==> src/rtl/t10_pkg.sv <==
// Shared UART definitions used by the t10 transmit and receive sides.
package t10_pkg;

   localparam int unsigned T10_UART_CLKS_PER_BIT = 1042;  // 10 MHz / 9600 baud

   typedef enum logic [1:0] {
      IDLE,
      START,
      DATA,
      STOP
   } uart_state_e;

endpackage

==> src/rtl/t10_tx_fifo.sv <==
// Byte FIFO feeding the UART serializer; pushes while full and pops while empty are ignored.
module t10_tx_fifo #(
   parameter int unsigned DEPTH = 4
) (
   input  logic                   clk,
   input  logic                   nRst,
   input  logic                   push_i,
   input  logic [7:0]             wdata_i,
   input  logic                   pop_i,
   output logic [7:0]             rdata_o,
   output logic                   full_o,
   output logic                   empty_o,
   output logic [$clog2(DEPTH):0] count_o
);

   localparam int unsigned PtrW = $clog2(DEPTH);
   localparam int unsigned CntW = PtrW + 1;

   logic [7:0]      mem_q [DEPTH];
   logic [PtrW-1:0] wptr_q, wptr_d;
   logic [PtrW-1:0] rptr_q, rptr_d;
   logic [CntW-1:0] count_q, count_d;
   logic            do_push, do_pop;

   assign full_o  = (count_q == CntW'(DEPTH));
   assign empty_o = (count_q == '0);
   assign do_push = push_i && !full_o;
   assign do_pop  = pop_i && !empty_o;
   assign rdata_o = mem_q[rptr_q];
   assign count_o = count_q;

   // Depth is a power of two, so pointers wrap by natural overflow.
   always_comb begin
      wptr_d  = wptr_q;
      rptr_d  = rptr_q;
      count_d = count_q;
      if (do_push) wptr_d = wptr_q + PtrW'(1);
      if (do_pop)  rptr_d = rptr_q + PtrW'(1);
      if (do_push && !do_pop) begin
         count_d = count_q + CntW'(1);
      end else if (!do_push && do_pop) begin
         count_d = count_q - CntW'(1);
      end
   end

   always_ff @(posedge clk or negedge nRst) begin
      if (!nRst) begin
         wptr_q  <= '0;
         rptr_q  <= '0;
         count_q <= '0;
      end else begin
         wptr_q  <= wptr_d;
         rptr_q  <= rptr_d;
         count_q <= count_d;
      end
   end

   always_ff @(posedge clk) begin
      if (do_push) mem_q[wptr_q] <= wdata_i;
   end

endmodule

==> src/rtl/t10_uart_tx.sv <==
// 8N1 UART transmitter: queued bytes are serialized LSB first, frames sent back to back.
module t10_uart_tx
   import t10_pkg::*;
#(
   parameter int unsigned CLKS_PER_BIT = T10_UART_CLKS_PER_BIT,
   parameter int unsigned FIFO_DEPTH   = 4
) (
   input  logic                        clk,
   input  logic                        nRst,
   input  logic [7:0]                  tx_byte,
   input  logic                        tx_valid,
   output logic                        tx_ready,
   output logic                        tx_serial,
   output logic                        tx_busy,
   output logic [$clog2(FIFO_DEPTH):0] fifo_count
);

   localparam int unsigned BaudW = (CLKS_PER_BIT > 1) ? $clog2(CLKS_PER_BIT) : 1;
   localparam logic [BaudW-1:0] BaudLast = BaudW'(CLKS_PER_BIT - 1);

   uart_state_e      state_q, state_d;
   logic [BaudW-1:0] baud_q, baud_d;
   logic [2:0]       bit_idx_q, bit_idx_d;
   logic [7:0]       shift_q, shift_d;
   logic             tx_serial_q, tx_serial_d;
   logic             pop, bit_end;
   logic             fifo_full, fifo_empty;
   logic [7:0]       fifo_head;

   t10_tx_fifo #(
      .DEPTH (FIFO_DEPTH)
   ) u_fifo (
      .clk     (clk),
      .nRst    (nRst),
      .push_i  (tx_valid),
      .wdata_i (tx_byte),
      .pop_i   (pop),
      .rdata_o (fifo_head),
      .full_o  (fifo_full),
      .empty_o (fifo_empty),
      .count_o (fifo_count)
   );

   assign tx_ready  = !fifo_full;
   assign tx_busy   = (state_q != IDLE) || !fifo_empty;
   assign tx_serial = tx_serial_q;
   assign bit_end   = (baud_q == BaudLast);

   // tx_serial_d always carries the line level of the state being entered.
   always_comb begin
      state_d     = state_q;
      baud_d      = baud_q;
      bit_idx_d   = bit_idx_q;
      shift_d     = shift_q;
      tx_serial_d = tx_serial_q;
      pop         = 1'b0;
      unique case (state_q)
         IDLE: begin
            if (!fifo_empty) begin
               pop         = 1'b1;
               shift_d     = fifo_head;
               baud_d      = '0;
               state_d     = START;
               tx_serial_d = 1'b0;
            end
         end
         START: begin
            if (bit_end) begin
               baud_d      = '0;
               bit_idx_d   = '0;
               state_d     = DATA;
               tx_serial_d = shift_q[0];
            end else begin
               baud_d = baud_q + BaudW'(1);
            end
         end
         DATA: begin
            if (bit_end) begin
               baud_d = '0;
               if (bit_idx_q == 3'd7) begin
                  state_d     = STOP;
                  tx_serial_d = 1'b1;
               end else begin
                  bit_idx_d   = bit_idx_q + 3'd1;
                  shift_d     = shift_q >> 1;
                  tx_serial_d = shift_q[1];
               end
            end else begin
               baud_d = baud_q + BaudW'(1);
            end
         end
         STOP: begin
            if (bit_end) begin
               baud_d = '0;
               if (!fifo_empty) begin
                  pop         = 1'b1;
                  shift_d     = fifo_head;
                  state_d     = START;
                  tx_serial_d = 1'b0;
               end else begin
                  state_d     = IDLE;
                  tx_serial_d = 1'b1;
               end
            end else begin
               baud_d = baud_q + BaudW'(1);
            end
         end
         default: begin
            state_d     = IDLE;
            tx_serial_d = 1'b1;
         end
      endcase
   end

   always_ff @(posedge clk or negedge nRst) begin
      if (!nRst) begin
         state_q     <= IDLE;
         baud_q      <= '0;
         bit_idx_q   <= '0;
         shift_q     <= '0;
         tx_serial_q <= 1'b1;
      end else begin
         state_q     <= state_d;
         baud_q      <= baud_d;
         bit_idx_q   <= bit_idx_d;
         shift_q     <= shift_d;
         tx_serial_q <= tx_serial_d;
      end
   end

endmodule

==> config.mk <==
export PLATFORM = sky130hd
export DESIGN_NAME = t10_uart_tx
export DESIGN_NICKNAME = d
export VERILOG_FILES = /design/src/rtl/t10_pkg.sv /design/src/rtl/t10_tx_fifo.sv /design/src/rtl/t10_uart_tx.sv
export SDC_FILE = /design/constraint.sdc
export NUM_CORES = 1
export LEC_CHECK = 0
export BUFFER_PORTS_ARGS = -buffer_cell sky130_fd_sc_hd__buf_2
export CAP_MARGIN = 30
export CORE_ASPECT_RATIO = 0.9
export CORE_MARGIN = 2
export CORE_UTILIZATION = 25
export DETAILED_ROUTE_END_ITERATION = 7
export PLACE_DENSITY_LB_ADDON = 0.3
export SYNTH_ARGS = -nofsm -noshare
export SYNTH_HDL_FRONTEND = slang
export SYNTH_SLANG_ARGS = --single-unit
==> constraint.sdc <==
create_clock -name clk -period 3 [get_ports clk]
set_input_delay 0.6 -clock clk [delete_from_list [all_inputs] [get_ports clk]]
set_output_delay 0.6 -clock clk [all_outputs]
set_load 0.02 [all_outputs]
# After elaboration in Yosys (flattened, before gate mapping)

Memory sizes are Yosys's and may differ from the RTL's.
Cells that the tools add are included.

Order comparisons: 0
Multiplexer cells: 33
Multipliers: 0
Add/sub/neg operators: 6
Bitwise operators: 0
Eq/ne operators: 12
Shift operators: 0
Div/mod/pow operators: 0
Reductions and logical operators: 20

Operators by type and width:

| operator                | number |
|---|---|
| $mux W8                 | 4 |
| $pmux W8 S3             | 1 |
| $mux W11                | 2 |
| $pmux W11 S2            | 1 |
| $mux W3                 | 5 |
| $ne A2 B2 Y1 const B    | 6 |
| $reduce_and A4 Y1       | 3 |
| $add A11 B1 Y11 const B | 1 |
| $eq A11 B11 Y1 const B  | 1 |
| $mux W1                 | 11 |
| $mux W2                 | 5 |
| $pmux W2 S4             | 1 |
| $add A3 B1 Y3 const B   | 2 |
| $eq A3 B3 Y1 const B    | 2 |
| $pmux W3 S2             | 1 |
| $reduce_bool A2 Y1      | 3 |
| $reduce_and A5 Y1       | 1 |
| $add A2 B1 Y2 const B   | 2 |
| $eq A2 B2 Y1 const B    | 2 |
| $logic_and A1 B1 Y1     | 4 |
| $logic_not A1 Y1        | 4 |
| $pmux W1 S4             | 1 |
| $logic_not A3 Y1        | 1 |
| $reduce_bool A3 Y1      | 1 |
| other kinds (6)         | 6 |

Input bits: 11
Register bits after elaboration: 32
RAM bits: 32
Bits in latches: 0
Output and inout port bits: 6
Memories: 1
Logic and storage cells: 80
ROM bits: 0

Memory list:

| memory       | words | bits a word | rd ports | clocked after Yosys merged registers in | write ports | line              | source |
|---|---|---|---|---|---|---|---|
| u_fifo.mem_q | 4     | 8           | 1        | 0                                       | 1           | t10_tx_fifo.sv:19 | `logic [7:0] mem_q [DEPTH];` |

# Depth between registers and ports, before layout

Depth in word-level cells: 8
Depth in mapped cells: 11
Depth with buffers taken out: 11

# Modules after synthesis

Synthesis repeated with hierarchy kept, for this count alone.

Cells, all modules: 222
Area, all modules: 3104.2 µm²

By module, submodules not included:

| module      | area each (µm²) | cells each | sequential area each (µm²) | instances |
|---|---|---|---|---|
| t10_tx_fifo | 1589.0          | 77         | 1136.1                     | 1 |
| t10_uart_tx | 1515.2          | 145        | 626.9                      | 1 |

# Worst setup path before layout

No wires, ideal clock.

Path type: register -> register
Start point: register baud_q[3]
End point: register u_fifo.count_q[1] (netlist: u_fifo.count_o[1])
Library setup time: 0.125 ns
Arrival: 2.048 ns
Path slack: 0.827 ns
Buffers on the path: 0
Clock period less this slack: 2.173 ns
Required time: 2.875 ns
Stages on the path, launching flop included: 8
Cells stage by stage: dfrtp_1 -> nor4b_4 -> a41o_1 -> nand2_1 -> ha_1 -> inv_1 -> fa_1 -> mux2_2

Cells in the longest elaborated chain, start to end: 7
Elaborated cells between the ends (all ways): 9
Classes of those cells: 1 x eq/ne; 3 x mux; 5 x reduce/logical

Ends and longest elaborated chain:

| what                        | line               | source |
|---|---|---|
| from (decl)                 | t10_uart_tx.sv:22  | `logic [BaudW-1:0] baud_q, baud_d;` |
| from (signal assigned)      | t10_uart_tx.sv:124 | `baud_q <= baud_d;` |
| $eq A11 B11 Y1              | t10_uart_tx.sv:47  | `assign bit_end = (baud_q == BaudLast);` |
| $mux W1                     | t10_uart_tx.sv:93  | `if (bit_end) begin` |
| $pmux W1 S2                 | t10_uart_tx.sv:57  | `unique case (state_q)` |
| $logic_and A1 B1 Y1         | t10_tx_fifo.sv:28  | `assign do_pop = pop_i && !empty_o;` |
| $logic_not A1 Y1            | t10_tx_fifo.sv:39  | `if (do_push && !do_pop) begin` |
| $logic_and A1 B1 Y1         | t10_tx_fifo.sv:39  |  |
| $mux W3                     | t10_tx_fifo.sv:39  |  |
| named net u_fifo.count_d[1] | t10_tx_fifo.sv:22  | `logic [CntW-1:0] count_q, count_d;` |
| to (signal assigned)        | t10_tx_fifo.sv:54  | `count_q <= count_d;` |
| to (decl)                   | t10_tx_fifo.sv:22  |  |

The timed path passes the listed nets, and every way through them passes these cells.
A chain may end at the register's enable or synchronous reset.

# Final worst setup path

Start point: register u_fifo.count_q[0] (netlist: u_fifo.count_o[0])
End point: output port tx_busy

Cells in the longest elaborated chain, start to end: 3

Ends and longest elaborated chain:

| what               | line              | source |
|---|---|---|
| $logic_not A3 Y1   | t10_tx_fifo.sv:26 | `assign empty_o = (count_q == '0);` |
| $logic_not A1 Y1   | t10_uart_tx.sv:45 | `assign tx_busy = (state_q != IDLE) \|\| !fifo_empty;` |
| $logic_or A1 B1 Y1 | t10_uart_tx.sv:45 |  |
| to (decl)          | t10_uart_tx.sv:14 | `output logic tx_busy,` |

No other way between the ends.

==> impl_metrics.py <==
metrics = {
    "worst_setup_path": {
        "crit_end": "tx_busy",
        "cp-end-kind": "output pin",
        "worstPathArrival_ns": 1.94,
        "reg2reg_slack_ns": 0.67,
        "cp.required_ns": 2.40,
        "worstRegToRegCells": 7,
        "r2r-start": "baud_q[7]$_DFFE_PN0P_",
        "crit_path_start": "u_fifo.count_o[0]$_DFFE_PN0P_",
        "path_class": "reg2out",
        "crit_path_max_fanout": 8,
        "r2r_end": "u_fifo.count_o[1]$_DFFE_PN0P_",
        "critPathLaunchType": "flip-flop",
    },
    "synthesis": {
        "netlist_instances": 238,
        "synth_async_sr_flop_share": 0.500,
        "synth_warnings": 0,
        "syn_area_per_cell_sq_um": 12.9,
        "synth_edf_count": 32,
        "ys_top_cells_by_area": "edfxtp_1 (31%), dfrtp_1 (25%), mux4_2 (5.9%)",
        "synthFlopType": "edfxtp_1",
        "yosysTopAreaCell": "edfxtp_1",
        "netlist_area_sq_mm": 0.00307,
        "yosys.cell_types.count": 47,
        "ys_ff_latch": 64,
        "synth.top_cell.area_share": 0.313,
        "synth_nets": 264,
        "yosysSeqAreaShare": 0.574,
    },
    "sta": {
        "rsz0062_at_grt": "false",
        "setup_viol": 0,
        "tightest_slew_ns": 0.972,
        "setup_tns_ns": 0,
        "finalHoldViolations": 0,
        "max_freq_mhz": 394,
        "maxSlewHeadroom": 0.349,
        "finalCritPeriodShare": 0.845,
        "fin_skew_ns": 0.00618,
        "period_minus_slack_ns": 2.54,
        "finalMaxSlewViolations": 0,
    },
    "final_layout": {
        "fin_cells": 424,
        "nets": 285,
        "fill_cells": 1189,
        "final_layout_size_suffix_gt1_frac": 0.223,
        "diodes": 0,
        "synthToLayoutAreaGrowth_pct": 18.1,
    },
    "clocking": {
        "path_clk_slew_ns": 0.06,
        "cts_resized": 0,
        "cts_setup_buffers": 0,
        "ctsHoldBuffers": 0,
        "cts_tree": "built",
        "cts_made_buffers": 9,
        "cts_htree_levels": 3,
        "clk-insertion-delay-late_ns": 0.34,
        "cts_max_path_buffers": 2,
        "cts.sinks": 64,
        "cts_root_buf": "clkbuf_16",
    },
    "pwr": {
        "p_leak_nw": 1.44,
        "powerDensity_mw_per_mm2": 688,
        "ir_worst_vdd_uv": 322,
    },
    "global_routing": {
        "grt_use_total": 0.100,
        "grt_max_degree": 33,
        "grt_pass1_wl_mm": 9.89,
        "grt_pass1_vias": 1899,
        "overflow": 0,
        "antenna_found_initial": 0,
    },
    "worst_hold_path": {
        "hp-class": "in2async",
    },
    "route": {
        "route.detailed.wl_per_inst_um": 13.7,
        "vias": 1866,
        "routed_wl_mm": 5.82,
        "firstDrtPassIters": 4,
        "final_antenna_net_count": 0,
        "viasPerCell": 4.40,
        "drc": 0,
        "drtIter0Drc": 108,
    },
    "outcome": {
        "status": "finished clean",
    },
    "die": {
        "die-area_sq_mm": 0.0132,
        "ios": 17,
        "rows": 38,
        "die_x_um": 121,
        "dieHeight_um": 109,
        "floorplan.initialDensity": 0.255,
        "core_area_sq_mm": 0.0120,
    },
    "job": {
        "max_cap_viol_count": 0,
    },
    "placed_design": {
        "place.detailed.hpwl_mm": 3.94,
        "gp_congestion": 0.784,
        "placed_cells": 408,
        "io_buffers": 16,
    },
}
-- layout by cell type, fill, tap and decap left out, drive strengths merged, types with 4 or more instances in the layout --
cell type / instances
clkinv: 5
mux2: 11
nor2: 4
inv: 12
nand3: 4
a31oi: 7
o21ai: 13
dfrtp: 31
buf: 17
a21oi: 9
ha: 14
edfxtp: 32
and3: 4
xnor2: 6
clkbuf: 9
mux4: 8
nand2: 37
-- power by group --
part / switching (W) / internal (W)
logic: 0.000195 / 0.000135
registers: 0.0000696 / 0.00106
clock network: 0.000394 / 0.000642
-- registers in the layout (all words and copies together), names as in the netlist --
register and flops:
tx_serial 1, u_fifo.mem_q 32, u_fifo.wptr_q 2, u_fifo.rptr_q 2, state_q 2, baud_q 11
u_fifo.count_o 3, bit_idx_q 3, shift_q 8
-- how the worst min path moves through the flow --
stage	from	endpoint	slack (ns)	cells after the start
after floorplan	nRst	baud_q[0]$_DFFE_PN0P_	0.30	0
after global placement	shift_q[6]$_DFFE_PN0P_	shift_q[6]$_DFFE_PN0P_	0.49	1
after detailed placement	shift_q[0]$_DFFE_PN0P_	shift_q[0]$_DFFE_PN0P_	0.50	1
after CTS	nRst	bit_idx_q[1]$_DFFE_PN0P_	0.37	1
after global routing	nRst	bit_idx_q[2]$_DFFE_PN0P_	0.41	1
final	nRst	bit_idx_q[1]$_DFFE_PN0P_	0.32	1
-- Yosys cell counts (all sizes together), types with 3 or more instances --
cell type,count
nand2,37
edfxtp,32
inv,11
a31oi,7
buf,3
a22o,3
a21oi,9
or2,3
nand3,4
xnor2,6
mux2,11
and2,3
dfrtp,31
nor4,3
mux4,8
clkbuf,4
ha,14
o21ai,13
and3,4
or3,3
nor2,4
-- per-layer routing --
metal	track usage	routed length (um)	vias to the layer above
li1	-	-	916
met1	0.125	2830	919
met2	0.157	2710	22
met3	0.0204	137	9
met4	0.0673	137	0
met5	0	0	-
-- worst max-delay path, stage by stage, from the launching register on --
cell	delay (ns)
dfrtp_1	0.46
nor3_1	0.37
and2_1	0.44
clkinv_1	0.15
buf_2	0.19
-- cells by family (layout without fill, tap and decap cells) --
kind of cell	after synthesis	in the layout	synth area share
compound gates	42	42	0.0913
xor+xnor	8	8	0.0228
fa+ha+maj	15	15	0.0636
buf+inv	20	46	0.0257
flops	64	64	0.574
mux	20	20	0.102
simple gates	69	69	0.120
-- per-stage QoR --
step,total power (W),cell area (sq um),hold WS (ns),utilization,worst slack [ns]
floorplan,0.00136,3070,0.304,-,0.827
global placement,0.00147,3330,0.489,0.277,0.720
detailed placement,0.00148,3330,0.499,0.277,0.667
CTS,0.00253,3620,0.371,0.301,0.446
global route,0.00262,3620,0.405,0.301,0.272
finish,0.00249,3620,0.324,0.301,0.465
-- final cells by class --
cell class,instances,area (sq um),area share
clock buffers,9,225,0.0621
well taps,160,200,0.0552
repair buffers,17,87.6,0.0242
multi-input cells,154,1230,0.339
inverters,13,48.8,0.0135
flip-flops and latches,64,1760,0.486
clock inverters,7,71.3,0.0197
No activity file was read; power rests on OpenSTA's default activity.
